**config.mk**
```make
export PLATFORM = sky130hd
export DESIGN_NAME = reg_writeback
export DESIGN_NICKNAME = d
export VERILOG_FILES = /design/src/rtl/reg_writeback_pkg.sv /design/src/rtl/wb_fifo.sv /design/src/rtl/reg_writeback.sv
export SDC_FILE = /design/constraint.sdc
export NUM_CORES = 1
export LEC_CHECK = 0
export BUFFER_PORTS_ARGS = -buffer_cell sky130_fd_sc_hd__buf_2
export CELL_PAD_IN_SITES_DETAIL_PLACEMENT = 1
export CELL_PAD_IN_SITES_GLOBAL_PLACEMENT = 1
export CORE_AREA = 3 3 126 80
export CTS_CLUSTER_SIZE = 28
export DETAILED_ROUTE_END_ITERATION = 10
export DIE_AREA = 0 0 129 83
export MAX_ROUTING_LAYER = met4
export PLACE_DENSITY_LB_ADDON = 0.1
export SYNTH_ARGS = -nofsm -noshare
export SYNTH_HDL_FRONTEND = slang
export SYNTH_SLANG_ARGS = --single-unit
export TNS_END_PERCENT = 30
```
**constraint.sdc**
```tcl
create_clock -name clk -period 2.79 [get_ports clk]
set_clock_uncertainty 0.05 [all_clocks]
set_input_delay 0.837 -clock clk [delete_from_list [all_inputs] [get_ports clk]]
set_output_delay 0.837 -clock clk [all_outputs]
set_load 0.1 [all_outputs]
```
**src/rtl/reg_writeback_pkg.sv**
```systemverilog
// Shared widths, forward-select codes and the commit-source enum for the write-back stage.
package reg_writeback_pkg;

    localparam int REG_DATA_WIDTH    = 16;
    localparam int REG_NUM_WIDTH     = 4;
    localparam int NUM_REG           = 16;
    localparam int FIFO_DEPTH        = 2;
    localparam int REG_FORWARD_WIDTH = 2;

    localparam logic [1:0] REG_FORWARD_REG_FILE = 2'b00;
    localparam logic [1:0] REG_FORWARD_WB       = 2'b01;
    localparam logic [1:0] REG_FORWARD_R0       = 2'b10;

    typedef enum logic [1:0] {
        SRC_NONE,
        SRC_FIFO,
        SRC_MD,
        SRC_ALU
    } wb_src_e;

endpackage

```
**src/rtl/wb_fifo.sv**
```systemverilog
// In-order synchronous FIFO buffering ALU results while mul/div owns the write port.
module wb_fifo #(
    parameter int WIDTH = 20,
    parameter int DEPTH = 2
) (
    input  logic             clk,
    input  logic             rst,
    input  logic             push,
    input  logic             pop,
    input  logic [WIDTH-1:0] wdata,
    output logic [WIDTH-1:0] rdata,
    output logic             full,
    output logic             empty
);

    localparam int PTR_W = (DEPTH > 1) ? $clog2(DEPTH) : 1;
    localparam int CNT_W = $clog2(DEPTH + 1);

    logic [WIDTH-1:0] mem_q [DEPTH];
    logic [PTR_W-1:0] wrPtr_q, wrPtr_d;
    logic [PTR_W-1:0] rdPtr_q, rdPtr_d;
    logic [CNT_W-1:0] count_q, count_d;
    logic             doPush;
    logic             doPop;

    function automatic logic [PTR_W-1:0] ptrInc(input logic [PTR_W-1:0] p);
        return (p == PTR_W'(DEPTH - 1)) ? '0 : p + PTR_W'(1);
    endfunction

    assign full   = (count_q == CNT_W'(DEPTH));
    assign empty  = (count_q == '0);
    assign doPush = push & ~full;
    assign doPop  = pop & ~empty;
    assign rdata  = mem_q[rdPtr_q];

    always_comb begin
        wrPtr_d = wrPtr_q;
        rdPtr_d = rdPtr_q;
        count_d = count_q;
        if (doPush) begin
            wrPtr_d = ptrInc(wrPtr_q);
        end
        if (doPop) begin
            rdPtr_d = ptrInc(rdPtr_q);
        end
        if (doPush && !doPop) begin
            count_d = count_q + CNT_W'(1);
        end else if (doPop && !doPush) begin
            count_d = count_q - CNT_W'(1);
        end
    end

    always_ff @(posedge clk) begin
        if (!rst) begin
            wrPtr_q <= '0;
            rdPtr_q <= '0;
            count_q <= '0;
        end else begin
            wrPtr_q <= wrPtr_d;
            rdPtr_q <= rdPtr_d;
            count_q <= count_d;
        end
    end

    // Storage is not cleared on reset; the count alone decides what is valid.
    always_ff @(posedge clk) begin
        if (doPush) begin
            mem_q[wrPtr_q] <= wdata;
        end
    end

endmodule

```
**src/rtl/reg_writeback.sv**
```systemverilog
// Write-back stage: arbitrates ALU and mul/div results onto the register-file write port,
// drives the R0 side port, flags illegal destinations and produces read-port forward selects.
module reg_writeback
    import reg_writeback_pkg::*;
#(
    parameter int REG_DATA_WIDTH    = reg_writeback_pkg::REG_DATA_WIDTH,
    parameter int REG_NUM_WIDTH     = reg_writeback_pkg::REG_NUM_WIDTH,
    parameter int NUM_REG           = reg_writeback_pkg::NUM_REG,
    parameter int FIFO_DEPTH        = reg_writeback_pkg::FIFO_DEPTH,
    parameter int REG_FORWARD_WIDTH = reg_writeback_pkg::REG_FORWARD_WIDTH
) (
    input  logic                         clk,
    input  logic                         rst,
    input  logic                         alu_valid,
    output logic                         alu_ready,
    input  logic [REG_NUM_WIDTH-1:0]     alu_rn,
    input  logic [REG_DATA_WIDTH-1:0]    alu_data,
    input  logic                         md_valid,
    output logic                         md_ready,
    input  logic [REG_NUM_WIDTH-1:0]     md_rn,
    input  logic [REG_DATA_WIDTH-1:0]    md_lo,
    input  logic [REG_DATA_WIDTH-1:0]    md_hi,
    input  logic                         md_wr0,
    input  logic [REG_NUM_WIDTH-1:0]     rn_1,
    input  logic [REG_NUM_WIDTH-1:0]     rn_2,
    output logic                         wr,
    output logic [REG_NUM_WIDTH-1:0]     wrn,
    output logic [REG_DATA_WIDTH-1:0]    wrd,
    output logic                         wr0,
    output logic [REG_DATA_WIDTH-1:0]    r0d,
    output logic [REG_FORWARD_WIDTH-1:0] reg_forward_1,
    output logic [REG_FORWARD_WIDTH-1:0] reg_forward_2,
    output logic                         exception
);

    localparam int ENTRY_W = REG_NUM_WIDTH + REG_DATA_WIDTH;

    wb_src_e                     src;
    logic                        fifoFull;
    logic                        fifoEmpty;
    logic                        fifoPush;
    logic                        fifoPop;
    logic [ENTRY_W-1:0]          fifoHead;
    logic [REG_NUM_WIDTH-1:0]    commitRn;
    logic [REG_DATA_WIDTH-1:0]   commitLo;
    logic                        commitLegal;

    logic                        wr_q, wr_d;
    logic [REG_NUM_WIDTH-1:0]    wrn_q, wrn_d;
    logic [REG_DATA_WIDTH-1:0]   wrd_q, wrd_d;
    logic                        wr0_q, wr0_d;
    logic [REG_DATA_WIDTH-1:0]   r0d_q, r0d_d;
    logic                        exception_q, exception_d;

    // A full buffer must drain before mul/div may commit, otherwise the ALU would stall forever.
    always_comb begin
        src = SRC_NONE;
        if (fifoFull) begin
            src = SRC_FIFO;
        end else if (md_valid) begin
            src = SRC_MD;
        end else if (!fifoEmpty) begin
            src = SRC_FIFO;
        end else if (alu_valid) begin
            src = SRC_ALU;
        end
    end

    assign alu_ready = rst & ~fifoFull;
    assign md_ready  = rst & ~fifoFull;
    assign fifoPush  = alu_valid & alu_ready & (src != SRC_ALU);
    assign fifoPop   = rst & (src == SRC_FIFO);

    wb_fifo #(
        .WIDTH (ENTRY_W),
        .DEPTH (FIFO_DEPTH)
    ) u_wb_fifo (
        .clk   (clk),
        .rst   (rst),
        .push  (fifoPush),
        .pop   (fifoPop),
        .wdata ({alu_rn, alu_data}),
        .rdata (fifoHead),
        .full  (fifoFull),
        .empty (fifoEmpty)
    );

    always_comb begin
        commitRn = alu_rn;
        commitLo = alu_data;
        unique case (src)
            SRC_FIFO: {commitRn, commitLo} = fifoHead;
            SRC_MD: begin
                commitRn = md_rn;
                commitLo = md_lo;
            end
            default: ;
        endcase
        commitLegal = (32'(commitRn) < NUM_REG);

        wr_d        = 1'b0;
        wrn_d       = wrn_q;
        wrd_d       = wrd_q;
        wr0_d       = 1'b0;
        r0d_d       = r0d_q;
        exception_d = exception_q;
        if (src != SRC_NONE) begin
            wr_d  = commitLegal;
            wrn_d = commitRn;
            wrd_d = commitLo;
            if (!commitLegal) begin
                exception_d = 1'b1;
            end
        end
        // The R0 side write rides along even when the main destination is illegal.
        if (src == SRC_MD) begin
            wr0_d = md_wr0;
            r0d_d = md_hi;
        end
    end

    always_ff @(posedge clk) begin
        if (!rst) begin
            wr_q        <= 1'b0;
            wrn_q       <= '0;
            wrd_q       <= '0;
            wr0_q       <= 1'b0;
            r0d_q       <= '0;
            exception_q <= 1'b0;
        end else begin
            wr_q        <= wr_d;
            wrn_q       <= wrn_d;
            wrd_q       <= wrd_d;
            wr0_q       <= wr0_d;
            r0d_q       <= r0d_d;
            exception_q <= exception_d;
        end
    end

    assign wr        = wr_q;
    assign wrn       = wrn_q;
    assign wrd       = wrd_q;
    assign wr0       = wr0_q;
    assign r0d       = r0d_q;
    assign exception = exception_q;

    // R0 beats WB so the forwarded value matches the register file's write ordering.
    always_comb begin
        reg_forward_1 = REG_FORWARD_WIDTH'(REG_FORWARD_REG_FILE);
        if (wr0_q && (rn_1 == '0)) begin
            reg_forward_1 = REG_FORWARD_WIDTH'(REG_FORWARD_R0);
        end else if (wr_q && (wrn_q == rn_1)) begin
            reg_forward_1 = REG_FORWARD_WIDTH'(REG_FORWARD_WB);
        end

        reg_forward_2 = REG_FORWARD_WIDTH'(REG_FORWARD_REG_FILE);
        if (wr0_q && (rn_2 == '0)) begin
            reg_forward_2 = REG_FORWARD_WIDTH'(REG_FORWARD_R0);
        end else if (wr_q && (wrn_q == rn_2)) begin
            reg_forward_2 = REG_FORWARD_WIDTH'(REG_FORWARD_WB);
        end
    end

endmodule

```
Word-level counts from Yosys, hierarchy flattened
Memory sizes are Yosys's and may differ from the RTL's. A register that Yosys moved wholly into a read port is not among the register bits.
Index checks and enable logic that the tools add are counted.
{ "totals": {"regBits": 42, "ramBits": 40, "n_memories": 1} }
{ "classes": {"add_sub_neg": 4, "eq_ne": 6, "n_mux": 19, "bitwise": 8, "n_reduce_logical": 14} }
{ "mem_list": {"columns": ["name", "depth", "word_bits", "rd", "rd_clocked_by_memory_dff", "wr", "line_no", "rtl"], "rows": [
  ["u_wb_fifo.mem_q", 2, 20, 1, 1, 1, "wb_fifo.sv:19", "logic [WIDTH-1:0] mem_q [DEPTH];"]
]} }
{ "op_table": {"columns": ["cell", "count"], "rows": [
  ["16-bit one-hot mux with 2 select lines", 1],
  ["2-bit two-way mux", 8],
  ["1-bit two-way mux", 9],
  ["4-bit == test", 2],
  ["4-bit logical NOT", 2],
  ["4-bit one-hot mux with 2 select lines", 1],
  ["1-bit AND", 6],
  ["1-bit logical AND", 6],
  ["2-bit == test, second input constant", 2],
  ["2-bit nonzero test", 2],
  ["1-bit adder, second input constant", 2],
  ["2-bit by 1-bit adder with 2-bit output, second input constant", 1],
  ["2-bit by 1-bit == test with 1-bit output, second input constant", 1],
  ["1-bit logical NOT", 2],
  ["2-bit logical NOT", 1],
  ["2-bit != test, second input constant", 1],
  ["1-bit NOT", 2],
  ["2-bit AND reduction", 1],
  ["2-bit by 1-bit subtractor with 2-bit output, second input constant", 1]
]} }

Logic depth before layout (Yosys ltp)
{ "logic_depth": {"depth_word": 11, "mapped_depth": 9, "depth_no_buf": 7} }

Hierarchy
Synthesis repeated with hierarchy kept, for this count alone.
{ "hier_totals": {"hier_cells": 274, "area_unflattened_um2": 3649.8} }
{ "by_module_without_submodules": {"columns": ["module", "n_inst", "cells_per_inst", "area_per_inst_um2"], "rows": [
  ["reg_writeback", 1, 187, 1979.4],
  ["wb_fifo", 1, 87, 1670.4]
]} }

Least setup slack after synthesis
Ideal clock, no wire load.
{ "synth_timing": {"path_kind": "reg2out", "from": "register wr0_q (netlist: wr0)", "to": "output port reg_forward_2[0]", "arrival_time_ps": 4619, "path_slack_ps": -2716, "stages_incl_launch_ff": 4, "path_buffers": 0, "cell_sequence": "dfxtp_1 > nand2_1 > nor3_1 > nor3_1"} }
{ "synth_between": {"elab_chain_cells": 2} }
{ "synth_rtl": {"columns": ["item", "line_no", "rtl"], "rows": [
  ["start: declaration", "reg_writeback.sv:51", "logic wr0_q, wr0_d;"],
  ["start signal: assignment", "reg_writeback.sv:134", "wr0_q <= wr0_d;"],
  ["1-bit logical AND", "reg_writeback.sv:157", "if (wr0_q && (rn_2 == '0)) begin"],
  ["2-bit two-way mux", "reg_writeback.sv:157", null],
  ["end: declaration", "reg_writeback.sv:32", "output logic [REG_FORWARD_WIDTH-1:0] reg_forward_2,"]
]} }
No other way between the ends.

Worst setup path after layout
{ "layout_timing": {"from": "input port rn_1[1]", "to": "output port reg_forward_1[0]"} }
{ "layout_between": {"elab_chain_cells": 4, "word_cells_on_any_way": 6, "classes_between": "eq/ne (1); mux (2); reduce/logical (3)"} }
{ "layout_rtl": {"columns": ["item", "line_no", "rtl"], "rows": [
  ["start: declaration", "reg_writeback.sv:24", "input logic [REG_NUM_WIDTH-1:0] rn_1,"],
  ["4-bit == test", "reg_writeback.sv:152", "end else if (wr_q && (wrn_q == rn_1)) begin"],
  ["1-bit logical AND", "reg_writeback.sv:152", null],
  ["1-bit two-way mux", "reg_writeback.sv:152", null],
  ["2-bit two-way mux (*)", "reg_writeback.sv:150", "if (wr0_q && (rn_1 == '0)) begin"],
  ["end: declaration", "reg_writeback.sv:31", "output logic [REG_FORWARD_WIDTH-1:0] reg_forward_1,"]
]} }
Mark *: on every way between the ends. The rest lies on a longest branch, timed or not.

==> results.cfg <==
[global_routing]
use_met3 = 0.0527
grt_use_met2 = 0.266
antenna_found_initial = 1
grt_pass1_vias = 2779
grt_overflow_total = 0
grt_util_all_layers = 0.187
gr-usage-met1 = 0.264
busiest_layer = met2
grt_max_degree = 38
grt_pass1_wl_mm = 15.2

[timing]
finalSetupViolations = 1
slew_headroom = 0.454
setup_ws_ns = -0.0788
min_period_ns = 2.87
drv_slew = 0
timing.fmax_mhz = 349
final-hold-violation-count = 0
worst_slew_pin_slew_ns = 0.816
fin_crit_sh = 1.03
timing.hold.ws_ns = 0.410

[synthesis]
synth.net_count = 372
synth.ff_latch_count = 83
synthesis.instances = 302
synth-seq-area-share = 0.593
avgSynthCellArea_sq_um = 11.5
yosysTopAreaCellShare = 0.345
yosys-top-cells-count = 43 x dfxtp_1, 40 x edfxtp_1, 37 x nand2_1
yosys-top-cells-area = edfxtp_1 35%, dfxtp_1 25%, mux2_2 6.5%, a222oi_1 5.8%, nand2_1 4.0%
syn_area_sq_um = 3480
ys.flop_type = dfxtp_1
synth_warnings = 0
synth_most_common_cell = dfxtp_1
synth_area_leader_cell = edfxtp_1
ys_async_sr_fraction = 0
synth_edf_count = 40
ys_types = 31

[clock_network]
post-cts-setup-buffer-count = 0
path_clk_slew_ns = 0.06
numCtsBuffers = 9
insertion_delay_ns = 0.33
cts_tree = yes
root_buffer = clkbuf_16
clockBufferDepth = 2
clock-sinks = 83
htreeDepth = 3

[setup_path]
crit_path_top_delay_cell = nor4_2
critPathKind = input pin to primary output
worstRegToRegCells = 6
cp-startpoint = rn_1[1]
crit_fanout = 2
timing.rr.start = u_wb_fifo.count_q[1]$_SDFFE_PN0P_
crit_path_max_incr_delay_ns = 0.35
crit_path_end_kind = primary output
cp-endpoint = reg_forward_1[0]
r2r_slack_ns = 0.76
crit_chain = buf_2 > nor4_2 > and2_2 > nor4_2 > and3_2 > buf_12
start_kind = input pin
worst_r2r_endpoint = u_wb_fifo.count_q[1]$_SDFFE_PN0P_
crit_path_frequent_cell = nor4_2
arrival_ns = 1.98
worst_ep_required_time_ns = 1.90

[die]
placementRows = 27
core_sq_um = 8990
die_h_um = 83
start_util = 0.387
die_w_um = 129
dieArea_sq_um = 10700
ios = 114

[place]
hpwlAfterDp_mm = 6.63
globalplace.congestion = 0.730
postPlaceCellArea_sq_um = 4260
io_buffer_count = 112

[cells_and_area]
syn_to_final_growth_pct = 31.7
fin_nets = 482
final_area_sq_um = 4580
drive_above_1_share = 0.420

[route]
drc = 0
vias = 2703
routed_wl_mm = 9.63
antenna_left = 0
drt_iter0_drc = 215
routedWlPerCell_um = 18.0
drt_first_pass_iters = 6
via_per_inst = 5.06

[job]
maxCapViolations = 0

[run_status]
status = finished, violations left
violations = negative setup slack

[power_and_ir_drop]
irDropWorstVdd_v = 0.000491
totalPowerFinal_w = 0.00476
p_per_area_nw_per_um2 = 1040
power_leakage_nw = 1.88

[hold_path]
hold_path_class = flip-flop to flip-flop
worst min path at each step:
stage | start | endpoint | slack, ns | cells past startpoint
after global placement | r0d[8]$_SDFFE_PN0N_ | r0d[8]$_SDFFE_PN0N_ | 0.40 | 2
after CTS | r0d[1]$_SDFFE_PN0N_ | r0d[1]$_SDFFE_PN0N_ | 0.41 | 2
after floorplan | u_wb_fifo.count_q[1]$_SDFFE_PN0P_ | u_wb_fifo.count_q[1]$_SDFFE_PN0P_ | 0.49 | 2
after detailed placement | r0d[1]$_SDFFE_PN0N_ | r0d[1]$_SDFFE_PN0N_ | 0.41 | 2
final | r0d[11]$_SDFFE_PN0N_ | r0d[11]$_SDFFE_PN0N_ | 0.41 | 2
after global routing | r0d[10]$_SDFFE_PN0N_ | r0d[10]$_SDFFE_PN0N_ | 0.44 | 2
area by class of cell:
cell class                 instances  area, sq um
antenna                            1         2.50
clock buffer                      13          282
clock inverter                     3         20.0
fill                            1006         4410
inverter                           1         3.75
multi-input combinational        195         1340
sequential                        83         2070
tap                              116          145
timing repair buffer             122          726
sequential cells by signal, indices dropped and copies added, names as in the netlist, named ones only:
| name | cells |
|---|---|
| r0d | 16 |
| u_wb_fifo.count_q | 2 |
| u_wb_fifo.mem_q | 40 |
| u_wb_fifo.rdPtr_q | 1 |
| u_wb_fifo.wrPtr_q | 1 |
| wr | 1 |
| wr0 | 1 |
| wrd | 16 |
| wrn | 4 |
logic make-up (layout without fill, tap and decap cells):
family / Yosys count / in the layout / share of synthesized area
AOI/OAI and AO/OA: 61 / 61 / 0.130
DFF: 83 / 83 / 0.593
xor gates and xnor gates: 11 / 11 / 0.0277
muxes: 20 / 20 / 0.0648
and+or+nand+nor: 101 / 101 / 0.139
other: 1 / 2 / 0.00108
buffers and inverters: 24 / 139 / 0.0403
adders and majority gates: 1 / 1 / 0.00360
critical path: cells and delay by family:
family	cells	cell delay [ns]
buf+inv	2	0.28
simple gates	4	0.86
cell usage in the layout (no fill, tap or decap), types with 2 or more instances in the layout:
master	netlist	routed
nor3_4	0	2
dfxtp_2	0	4
xnor2_1	6	6
nor2_1	24	22
clkinvlp_4	0	2
nand2_1	37	36
buf_4	2	10
buf_2	4	106
nor4_2	0	2
clkbuf_8	0	2
nand2b_1	20	20
a21boi_0	17	17
and2_1	8	6
mux2_2	20	20
clkbuf_16	0	10
a222oi_1	20	20
buf_12	0	6
edfxtp_1	40	40
o21ai_0	21	21
dfxtp_1	43	39
xor2_1	5	5
and2_2	0	2
per-stage QoR:
step	cells	setup TNS [ns]	utilization	setup WS, ns
after floorplan	302	-0.760	-	-0.293
after global placement	517	0	0.475	0.102
after detailed placement	517	0	0.475	0.0545
after CTS	533	0	0.508	0.0545
after global routing	534	-0.0819	0.510	-0.0819
final	534	-0.0788	0.510	-0.0788
where the power goes:
group          switching [W]  internal, W  total, W
logic                0.00151     0.000494   0.00200
registers           0.000125      0.00146   0.00159
clock network       0.000465     0.000705   0.00117
layer usage:
layer	routed length, um	up-vias
li1	-	1305
met3	657	10
met5	0	-
met2	4270	84
met1	4620	1304
met4	85	0
what timing repair did:
action | 4_1_cts | 5_1_grt
hold buffers | 0 | 0
setup endpoints to repair | 0 | 1
gates resized for setup | 0 | 2
No activity file was read; power rests on OpenSTA's default activity.
